File: src/rtl/block_dispatcher_pkg.sv
// Shared definitions for the block dispatcher and its round-robin picker.
// State codes are fixed so they read the same in waveforms across the array controllers.
package block_dispatcher_pkg;

  localparam int DEFAULT_INDEX_WIDTH = 4;
  localparam int MAX_NUM_PROC        = 16;

  localparam logic [2:0] ST_IDLE   = 3'd0;
  localparam logic [2:0] ST_SELECT = 3'd1;
  localparam logic [2:0] ST_ISSUE  = 3'd2;
  localparam logic [2:0] ST_DRAIN  = 3'd3;
  localparam logic [2:0] ST_DONE   = 3'd4;

  function automatic int ptr_width(input int n);
    return (n > 1) ? $clog2(n) : 1;
  endfunction

endpackage

File: src/rtl/block_dispatcher_rr_priority_picker.sv
// Combinational round-robin picker: first set bit of free at or above start, wrapping.
// Shared with the memory arbiter, so it knows nothing about dispatch state.
module rr_priority_picker
  import block_dispatcher_pkg::*;
#(
  parameter int num_proc = 4,
  localparam int pw = ptr_width(num_proc)
) (
  input  logic [num_proc-1:0] free,
  input  logic [pw-1:0]       start,
  output logic                found,
  output logic [num_proc-1:0] grant,
  output logic [pw-1:0]       grant_idx
);

  // Two passes: upper segment [start..n-1] has priority over the wrapped [0..start-1].
  always_comb begin
    found     = 1'b0;
    grant     = '0;
    grant_idx = '0;
    for (int p = 0; p < num_proc; p++) begin
      if (!found && free[p] && (p >= int'(start))) begin
        found     = 1'b1;
        grant[p]  = 1'b1;
        grant_idx = pw'(p);
      end
    end
    for (int p = 0; p < num_proc; p++) begin
      if (!found && free[p] && (p < int'(start))) begin
        found     = 1'b1;
        grant[p]  = 1'b1;
        grant_idx = pw'(p);
      end
    end
  end

endmodule

File: src/rtl/block_dispatcher.sv
// Walks the mu x mu output-block grid row-major and hands each (i,j) to a free
// coprocessor over its ready/ack index port, then waits for all results.
module block_dispatcher
  import block_dispatcher_pkg::*;
#(
  parameter int num_proc    = 4,
  parameter int index_width = DEFAULT_INDEX_WIDTH,
  parameter int count_width = 2*index_width
) (
  input  logic                            in_clk,
  input  logic                            in_reset,
  input  logic                            in_start,
  input  logic [index_width-1:0]          in_mu,
  input  logic [num_proc-1:0]             in_index_ack,
  input  logic [num_proc-1:0]             in_result_ready,
  output logic [num_proc-1:0]             out_index_ready,
  output logic [num_proc*index_width-1:0] out_row_index,
  output logic [num_proc*index_width-1:0] out_col_index,
  output logic [index_width-1:0]          out_mu,
  output logic                            out_busy,
  output logic                            out_done,
  output logic [count_width-1:0]          out_issued
);

  localparam int pw = ptr_width(num_proc);

  logic [2:0]                               state, state_nxt;
  logic [index_width-1:0]                   mu_q, i_q, j_q, mu_last;
  logic [pw-1:0]                            p_q, rr_q, grant_idx;
  logic [num_proc-1:0]                      busy_mask, prev_res, rise, set_mask;
  logic [num_proc-1:0]                      ready_q, grant;
  logic [num_proc-1:0][index_width-1:0]     row_q, col_q;
  logic [count_width-1:0]                   issued_q, total;
  logic                                     found, start_acc, pick, ack_hit;
  logic                                     last_blk, run_done, busy_q, done_q;

  assign mu_last = mu_q - index_width'(1);
  assign total   = count_width'(mu_q) * count_width'(mu_q);
  assign rise    = in_result_ready & ~prev_res;

  rr_priority_picker #(.num_proc(num_proc)) u_picker (
    .free      (~busy_mask),
    .start     (rr_q),
    .found     (found),
    .grant     (grant),
    .grant_idx (grant_idx)
  );

  always_ff @(posedge in_clk or posedge in_reset) begin
    if (in_reset) state <= ST_IDLE;
    else          state <= state_nxt;
  end

  always_comb begin
    state_nxt = state;
    case (state)
      ST_IDLE, ST_DONE: if (in_start) state_nxt = (in_mu == '0) ? ST_DONE : ST_SELECT;
      ST_SELECT:        if (found) state_nxt = ST_ISSUE;
      ST_ISSUE:         if (ack_hit) state_nxt = last_blk ? ST_DRAIN : ST_SELECT;
      ST_DRAIN:         if (busy_mask == '0) state_nxt = ST_DONE;
      default:          state_nxt = ST_IDLE;
    endcase
  end

  always_comb begin
    start_acc = in_start && ((state == ST_IDLE) || (state == ST_DONE));
    pick      = (state == ST_SELECT) && found;
    ack_hit   = (state == ST_ISSUE) && in_index_ack[p_q];
    last_blk  = (i_q == mu_last) && (j_q == mu_last);
    run_done  = (state == ST_DRAIN) && (busy_mask == '0);
    set_mask  = '0;
    if (ack_hit) set_mask[p_q] = 1'b1;
  end

  // An ack and a result edge on the same processor leave it busy: the ack is the newer block.
  always_ff @(posedge in_clk or posedge in_reset) begin
    if (in_reset) begin
      prev_res  <= '0;
      busy_mask <= '0;
      rr_q      <= '0;
      p_q       <= '0;
      mu_q      <= '0;
      i_q       <= '0;
      j_q       <= '0;
      ready_q   <= '0;
      row_q     <= '0;
      col_q     <= '0;
      issued_q  <= '0;
      busy_q    <= 1'b0;
      done_q    <= 1'b0;
    end else begin
      prev_res  <= in_result_ready;
      busy_mask <= (busy_mask & ~rise) | set_mask;
      if (start_acc) begin
        mu_q     <= in_mu;
        i_q      <= '0;
        j_q      <= '0;
        issued_q <= '0;
        busy_q   <= (in_mu != '0);
        done_q   <= (in_mu == '0);
      end
      if (pick) begin
        p_q              <= grant_idx;
        row_q[grant_idx] <= i_q;
        col_q[grant_idx] <= j_q;
        ready_q[grant_idx] <= 1'b1;
      end
      if (ack_hit) begin
        ready_q[p_q] <= 1'b0;
        rr_q         <= (p_q == pw'(num_proc-1)) ? '0 : p_q + 1'b1;
        if (issued_q != total) issued_q <= issued_q + 1'b1;
        if (last_blk) begin
          i_q <= '0;
          j_q <= '0;
        end else if (j_q == mu_last) begin
          j_q <= '0;
          i_q <= i_q + 1'b1;
        end else begin
          j_q <= j_q + 1'b1;
        end
      end
      if (run_done) begin
        busy_q <= 1'b0;
        done_q <= 1'b1;
      end
    end
  end

  assign out_index_ready = ready_q;
  assign out_row_index   = row_q;
  assign out_col_index   = col_q;
  assign out_mu          = mu_q;
  assign out_busy        = busy_q;
  assign out_done        = done_q;
  assign out_issued      = issued_q;

endmodule

File: config.mk
export PLATFORM = sky130hd
export DESIGN_NAME = block_dispatcher
export DESIGN_NICKNAME = d
export VERILOG_FILES = /design/src/rtl/block_dispatcher_pkg.sv /design/src/rtl/block_dispatcher_rr_priority_picker.sv /design/src/rtl/block_dispatcher.sv
export SDC_FILE = /design/constraint.sdc
export NUM_CORES = 1
export LEC_CHECK = 0
export CAP_MARGIN = 20
export CORE_MARGIN = 5
export CORE_UTILIZATION = 47
export DETAILED_ROUTE_END_ITERATION = 8
export GPL_ROUTABILITY_DRIVEN = 1
export HOLD_SLACK_MARGIN = 0.06
export PLACE_DENSITY = 0.75
export SLEW_MARGIN = 20
export SYNTH_ARGS = -nofsm -noshare
export SYNTH_HDL_FRONTEND = slang
export SYNTH_SLANG_ARGS = --single-unit
File: constraint.sdc
create_clock -name in_clk -period 2.6 [get_ports in_clk]
set_clock_uncertainty 0.2 [all_clocks]
set_input_delay 0.39 -clock in_clk [delete_from_list [all_inputs] [get_ports in_clk]]
set_output_delay 0.39 -clock in_clk [all_outputs]
set_load 0.05 [all_outputs]
==> results of run 1 <==
-- what timing repair did --
item / CTS / global route
hold buffers: 0 / 0
endpoints found under the setup margin: 0 / 6
hold endpoints to repair: 0 / 0
gates resized for setup: 0 / 6
setup buffers: 0 / 6
-- state kept, by name, indices dropped and copies added, names as in the netlist, 3 cells and up --
register	count
state	3
out_mu	4
prev_res	4
out_index_ready	4
out_row_index	16
busy_mask	4
j_q	4
out_col_index	16
i_q	4
out_issued	8
-- final cells by class --
type,instances,area [um^2],area share [%]
timing repair buffer,78,758,16.1
multi-input combinational,225,1730,36.7
inverter,9,33.8,0.719
clock inverter,6,92.6,1.97
sequential,73,1830,39.0
clock buffer,10,128,2.72
tap,102,128,2.72
-- cell usage in the layout, fill, tap and decap left out, types with 3 or more instances in the layout --
| cell | instances |
|---|---|
| sky130_fd_sc_hd__dfrtp_2 | 4 |
| sky130_fd_sc_hd__mux2_2 | 34 |
| sky130_fd_sc_hd__nor3_1 | 5 |
| sky130_fd_sc_hd__buf_4 | 13 |
| sky130_fd_sc_hd__o21ai_0 | 14 |
| sky130_fd_sc_hd__nand3_1 | 10 |
| sky130_fd_sc_hd__nand4_1 | 4 |
| sky130_fd_sc_hd__mux2i_1 | 4 |
| sky130_fd_sc_hd__nand2_1 | 29 |
| sky130_fd_sc_hd__xor2_1 | 8 |
| sky130_fd_sc_hd__inv_1 | 8 |
| sky130_fd_sc_hd__nor2b_1 | 3 |
| sky130_fd_sc_hd__dfrtp_1 | 69 |
| sky130_fd_sc_hd__nor2_1 | 12 |
| sky130_fd_sc_hd__clkdlybuf4s50_1 | 64 |
| sky130_fd_sc_hd__clkbuf_8 | 9 |
| sky130_fd_sc_hd__nand2_2 | 3 |
| sky130_fd_sc_hd__a21oi_1 | 13 |
| sky130_fd_sc_hd__a22o_1 | 6 |
| sky130_fd_sc_hd__nor3_2 | 3 |
| sky130_fd_sc_hd__ha_1 | 12 |
| sky130_fd_sc_hd__and3_1 | 3 |
| sky130_fd_sc_hd__nand2b_1 | 7 |
| sky130_fd_sc_hd__and2_1 | 8 |
| sky130_fd_sc_hd__xnor2_1 | 13 |
-- metrics by stage --
step	std cells	hold WS [ns]
detailed placement	481	0.294
finish	503	0.118
global placement	481	0.285
CTS	497	0.111
floorplan	323	0.221
global route	503	0.130
-- cell families after synthesis --
| logic type | after synthesis |
|---|---|
| flops | 73 |
| mux | 39 |
| compound gates | 52 |
| buf+inv | 25 |
| fa+ha+maj | 13 |
| simple gates | 99 |
| xor+xnor | 22 |
-- how the worst max path moves through the flow --
stage                     to  cells after the start
6_report       out_issued[6]                      9
5_1_grt        out_issued[6]                      9
4_1_cts        out_issued[6]                      9
3_5_place_dp   out_issued[6]                      9
3_3_place_gp   out_issued[2]                      8
2_1_floorplan      out_mu[0]                      1
-- cells in the mapped netlist, types with 2 or more instances --
cell type / n
sky130_fd_sc_hd__nand2_2: 3
sky130_fd_sc_hd__a21oi_1: 13
sky130_fd_sc_hd__o31ai_1: 2
sky130_fd_sc_hd__a22o_1: 6
sky130_fd_sc_hd__o221a_2: 2
sky130_fd_sc_hd__inv_1: 9
sky130_fd_sc_hd__and3_1: 3
sky130_fd_sc_hd__a31oi_1: 2
sky130_fd_sc_hd__nand2b_1: 7
sky130_fd_sc_hd__nand3_1: 10
sky130_fd_sc_hd__buf_2: 6
sky130_fd_sc_hd__mux2i_1: 4
sky130_fd_sc_hd__clkbuf_1: 8
sky130_fd_sc_hd__nor3b_1: 2
sky130_fd_sc_hd__dfrtp_1: 73
sky130_fd_sc_hd__a22oi_1: 2
sky130_fd_sc_hd__xnor2_1: 13
sky130_fd_sc_hd__ha_1: 13
sky130_fd_sc_hd__mux2_2: 34
sky130_fd_sc_hd__nor3_1: 7
sky130_fd_sc_hd__nand4_1: 4
sky130_fd_sc_hd__o21ai_0: 14
sky130_fd_sc_hd__a41oi_1: 2
sky130_fd_sc_hd__nor4_1: 2
sky130_fd_sc_hd__nand2_1: 29
sky130_fd_sc_hd__a21o_1: 2
sky130_fd_sc_hd__nor2b_1: 3
sky130_fd_sc_hd__xor2_1: 8
sky130_fd_sc_hd__nor2_1: 12
sky130_fd_sc_hd__and2_1: 8
-- power by group --
part	internal (mW)	switching [mW]
Clock	0.544	0.450
Sequential	1.46	0.355
Combinational	1.20	1.77
-- worst reg2reg max path: cells and delay by family, from the launching register on --
kind / cells / cell delay [ns]
AO/OA/AOI/OAI: 1 / 0.28
XOR/XNOR: 1 / 0.16
adder cells (fa/ha/maj): 1 / 0.35
buffers and inverters: 1 / 0.15
flip-flops: 1 / 0.46
multiplexers: 1 / 0.24
AND/OR/NAND/NOR: 4 / 0.62
-- metal layers --
layer | track usage, % | vias up | share of wire (%)
met5 | 0 | - | 0
met4 | 7.56 | 0 | 2.1
met3 | 4.29 | 13 | 5.1
met2 | 28.0 | 68 | 47
met1 | 24.1 | 1350 | 45
li1 | - | 1283 | -
==> flow_summary.ini, run 1 <==
[status]
status = complete, no violations

[logic_synthesis]
synth_fa_ha_area_share_pct = 4.49
netlist_top_cells_area = sky130_fd_sc_hd__dfrtp_1, sky130_fd_sc_hd__mux2_2, sky130_fd_sc_hd__ha_1
syn-num-nets = 351
yosys.area_share.simple_pct = 14.4
synthesis.instances = 323
top_reg_cell_synth = sky130_fd_sc_hd__dfrtp_1
postSynth.asyncResetShare_pct = 100
synth_enable_flop_cells = 0
synth_area_um2 = 3620
syn_avg_cell_area_um2 = 11.2
synth_seq_cells = 73
unique_masters_post_synth = 50
yosys.area.top_type_share_pct = 50.4
muxShareOfSynthArea_pct = 12.3
synth.yosys.seq_area_share_pct = 50.4
synth_compound_gate_area_share_pct = 9.64
yosys.area_share.xor_xnor_pct = 5.70
post-synth-top-area-cell = sky130_fd_sc_hd__dfrtp_1
yosysWarnings = 0
synth_top_family_by_area = simple AND/OR/NAND/NOR gates

[placement]
globalplace.congestion = 0.828
hpwl_after_dpl_um = 5910
dp_worst_setup_slack_ns = 0.0850
numPortBuffers = 64
dpl-instance-area_um2 = 4390

[grt]
grt_pass1_wl_um = 13800
grt_max_degree = 60
grt_usage_pct = 17.9
first_global_vias = 2806
total_gr_overflow = 0
initial_antenna_violation_count = 0

[critical_path]
ff2ff_setup_slack_ns = 0.05
cp_cell_sequence = and2_1, ha_1, and2_1, a311oi_2, xnor2_1, nor3_1, buf_4, nor3_2, mux2i_1
worst_setup_path_end_kind = flip-flop
critical_path.most_common_cell = sky130_fd_sc_hd__and2_1
crit_path_start_kind = flip-flop
worst_setup_path_startpoint = out_mu[1]
timing.reg2reg.worst_path_depth = 9
cp.required_ns = 2.66
setup.worst_path.class = reg -> reg
timing.critical_path.fanout_max = 8
critical-path-slowest-cell = sky130_fd_sc_hd__dfrtp_2
timing.critical_path.buf_inv = 1
rr_endpoint = out_issued[6]
critical_path.reg2reg.startpoint = out_mu[1]
slowest_stage_delay_cp_ns = 0.46
path_delay_family = simple AND/OR/NAND/NOR gates
crit_arrival_ns = 2.61

[detailed_routing]
route.antenna.remaining_nets = 0
drt-pass1-iter-count = 4
routed-via-count = 2714
drt-vias-per-instance = 5.40
drt-wirelength-per-cell_um = 16.6
detail_route.iter0.violations = 117
drt_drc_violations_left = 0
routed_wl_um = 8370

[layout]
post_route_cells_drive_above_1_share_pct = 21.4
layout.core_utilization_pct = 61.7
fillerInstances = 618
layout.cell_area.non_filler_um2 = 4700
layout-area-overhead-vs-synth_pct = 29.7
nNetsFinal = 424
antennaDiodeCount = 0

[clock_tree]
cts_tree = yes
h-tree-depth = 3
clock_tree.root_cell = sky130_fd_sc_hd__clkbuf_8
clk_pin_slew_worst_setup_hold_paths_ns = 0.08
clock_sink_count = 73
clk_latency_ns = 0.34
cts_made_buffers = 9
cts.path.max_buffers = 2

[timing]
timing_hold_violations_final = 0
finalMaxSlewViolations = 0
final.min_clock_period_ns = 2.55
tightest_slew_ns = 0.592
totalNegativeSetupSlack_ns = 0
layout_setup_ws_ns = 0.0455
max-slew-margin-rel_pct = 59.9
setup_viol_count_final = 0
fmax_mhz = 391
share_of_the_clock_period_used_by_the_worst_path_pct = 98.2

[floorplan]
row_count = 32
core_um2 = 7610
floorplan.die.height_um = 97.8
fp.dieW_um = 97.8
floorplan.io_pins = 65
dieArea_um2 = 9560
floorplan.initialDensity_pct = 47.6

[pwr]
leakage_power_of_the_design_nw = 2.09
vdd_ir_drop_max_mv = 0.809
p_total_mw = 5.77
powerDensity_nw_per_um2 = 1230

[worst_hold_path]
timing.hold.worst.class = in -> async

[flow_run]
cap_violations = 0
Note: power is estimated with default switching activity, not from simulation.
==> run 2: changes to the inputs <==
CORE_ASPECT_RATIO = 0.9   (was default)
==> flow_summary.ini, run 2 (synthesized netlist as in run 1, its figures left out) <==
[timing]
tightest_slew_ns = 0.576
final.min_clock_period_ns = 2.53
fmax_mhz = 395
finalMaxSlewViolations = 0
timing_hold_violations_final = 0
max-slew-margin-rel_pct = 61.0
grt_setup_unrepaired = yes
share_of_the_clock_period_used_by_the_worst_path_pct = 97.4
totalNegativeSetupSlack_ns = 0
layout_setup_ws_ns = 0.0665
setup_viol_count_final = 0
worst_hold_margin_ns = 0.146

[critical_path]
worst_setup_path_startpoint = out_mu[0]
worst_setup_path_endpoint = out_issued[2]
rr_endpoint = out_issued[2]
ff2ff_setup_slack_ns = 0.07
timing.reg2reg.worst_path_depth = 8
crit_arrival_ns = 2.61
crit_path_start_kind = flip-flop
setup.worst_path.class = reg -> reg
cp.required_ns = 2.68
critical_path.reg2reg.startpoint = out_mu[0]
worst_setup_path_end_kind = flip-flop
timing.critical_path.fanout_max = 8

[detailed_routing]
drt-wirelength-per-cell_um = 16.9
routed_wl_um = 8330
route.antenna.remaining_nets = 0
drt-pass1-iter-count = 4
detail_route.iter0.violations = 156
drt-vias-per-instance = 5.47
drt_drc_violations_left = 0
routed-via-count = 2699

[floorplan]
core_um2 = 7540
fp.dieW_um = 103
floorplan.initialDensity_pct = 48.0
floorplan.io_pins = 65
floorplan.die.height_um = 93.3
row_count = 30
dieArea_um2 = 9560

[clock_tree]
clock_tree.root_cell = sky130_fd_sc_hd__clkbuf_8
clock_sink_count = 73
h-tree-depth = 3
cts.path.max_buffers = 2
postCtsSetupRepairBufs = 0
clk_latency_ns = 0.35
cts_tree = yes
cts_made_buffers = 9
clk_pin_slew_worst_setup_hold_paths_ns = 0.08

[layout]
fillerInstances = 630
layoutNonFillerInstCount = 493
layout-area-overhead-vs-synth_pct = 27.5
antennaDiodeCount = 0
layout.core_utilization_pct = 61.2
final_common_cell = sky130_fd_sc_hd__dfrtp_1
final_cell_mix = sky130_fd_sc_hd__dfrtp_1, sky130_fd_sc_hd__clkdlybuf4s50_1, sky130_fd_sc_hd__mux2_2
layout.cell_area.non_filler_um2 = 4620
nNetsFinal = 420
post_route_cells_drive_above_1_share_pct = 20.2

[placement]
hpwl_after_dpl_um = 5970
dp_cells = 477
numPortBuffers = 64
globalplace.congestion = 0.773
dpl-instance-area_um2 = 4400
dp_worst_setup_slack_ns = 0.0974

[pwr]
p_total_mw = 5.64
leakage_power_of_the_design_nw = 2.08
vdd_ir_drop_max_mv = 0.783
powerDensity_nw_per_um2 = 1220

[grt]
first_global_vias = 2787
total_gr_overflow = 0
grt_max_degree = 56
grt_usage_pct = 18.7
initial_antenna_violation_count = 0
grt_pass1_wl_um = 14000

[worst_hold_path]
timing.hold.worst.class = in -> async

[status]
status = complete, no violations

[flow_run]
cap_violations = 0
run 2: cell types whose count changed in the layout (fill, tap and decap cells not counted), moves of 2 or more:
| cell | before | now |
|---|---|---|
| sky130_fd_sc_hd__nor3_2 | 3 | 1 |
| sky130_fd_sc_hd__buf_4 | 13 | 9 |
| sky130_fd_sc_hd__inv_6 | 0 | 2 |
| sky130_fd_sc_hd__nor3_1 | 5 | 7 |
run 2: worst min-delay path by stage:
stage | from | endpoint | slack, ns | cells past startpoint
global placement | out_busy | out_busy | 0.28 | 1
CTS | in_reset | prev_res[0] | 0.15 | 2
finish | in_reset | prev_res[0] | 0.15 | 2
floorplan | in_result_ready[0] | prev_res[0] | 0.22 | 0
detailed placement | out_row_index[13] | out_row_index[13] | 0.30 | 1
global route | in_reset | prev_res[0] | 0.17 | 2
run 2: where the power goes:
group | leakage, nW | switching, mW | internal (mW)
Clock | 0.100 | 0.463 | 0.451
Sequential | 0.946 | 0.358 | 1.46
Combinational | 1.03 | 1.75 | 1.16
run 2: worst max-delay path, stage by stage (launching register included):
cell,delay [ns]
sky130_fd_sc_hd__dfrtp_2,0.47
sky130_fd_sc_hd__ha_1,0.24
sky130_fd_sc_hd__ha_1,0.29
sky130_fd_sc_hd__xor2_1,0.16
sky130_fd_sc_hd__nor4_1,0.26
sky130_fd_sc_hd__nand3_1,0.15
sky130_fd_sc_hd__or3_1,0.41
sky130_fd_sc_hd__nand3_1,0.11
sky130_fd_sc_hd__mux2i_1,0.18
run 2: repair_timing:
item / in CTS / in global routing
endpoints found under the hold margin: 0 / 0
hold buffers: 0 / 0
resized for setup: 0 / 3
setup endpoints to repair: 0 / 4
run 2: cell type report:
class / instances / area (um^2) / area share [%]
clock inverter: 7 / 77.6 / 1.68
multi-input combinational: 225 / 1700 / 36.9
timing repair buffer: 74 / 728 / 15.8
tap: 96 / 120 / 2.60
clock buffer: 9 / 124 / 2.68
inverter: 9 / 33.8 / 0.732
sequential: 73 / 1830 / 39.7
run 2: per-layer routing:
| layer | GRT usage [%] | wire length (um) | vias to the layer above | part of all wire, % |
|---|---|---|---|---|
| li1 | - | - | 1279 | - |
| met1 | 25.6 | 3840 | 1328 | 46 |
| met2 | 28.2 | 3790 | 82 | 46 |
| met3 | 7.08 | 620 | 10 | 7.4 |
| met4 | 4.59 | 78 | 0 | 0.94 |
| met5 | 0 | 0 | - | 0 |
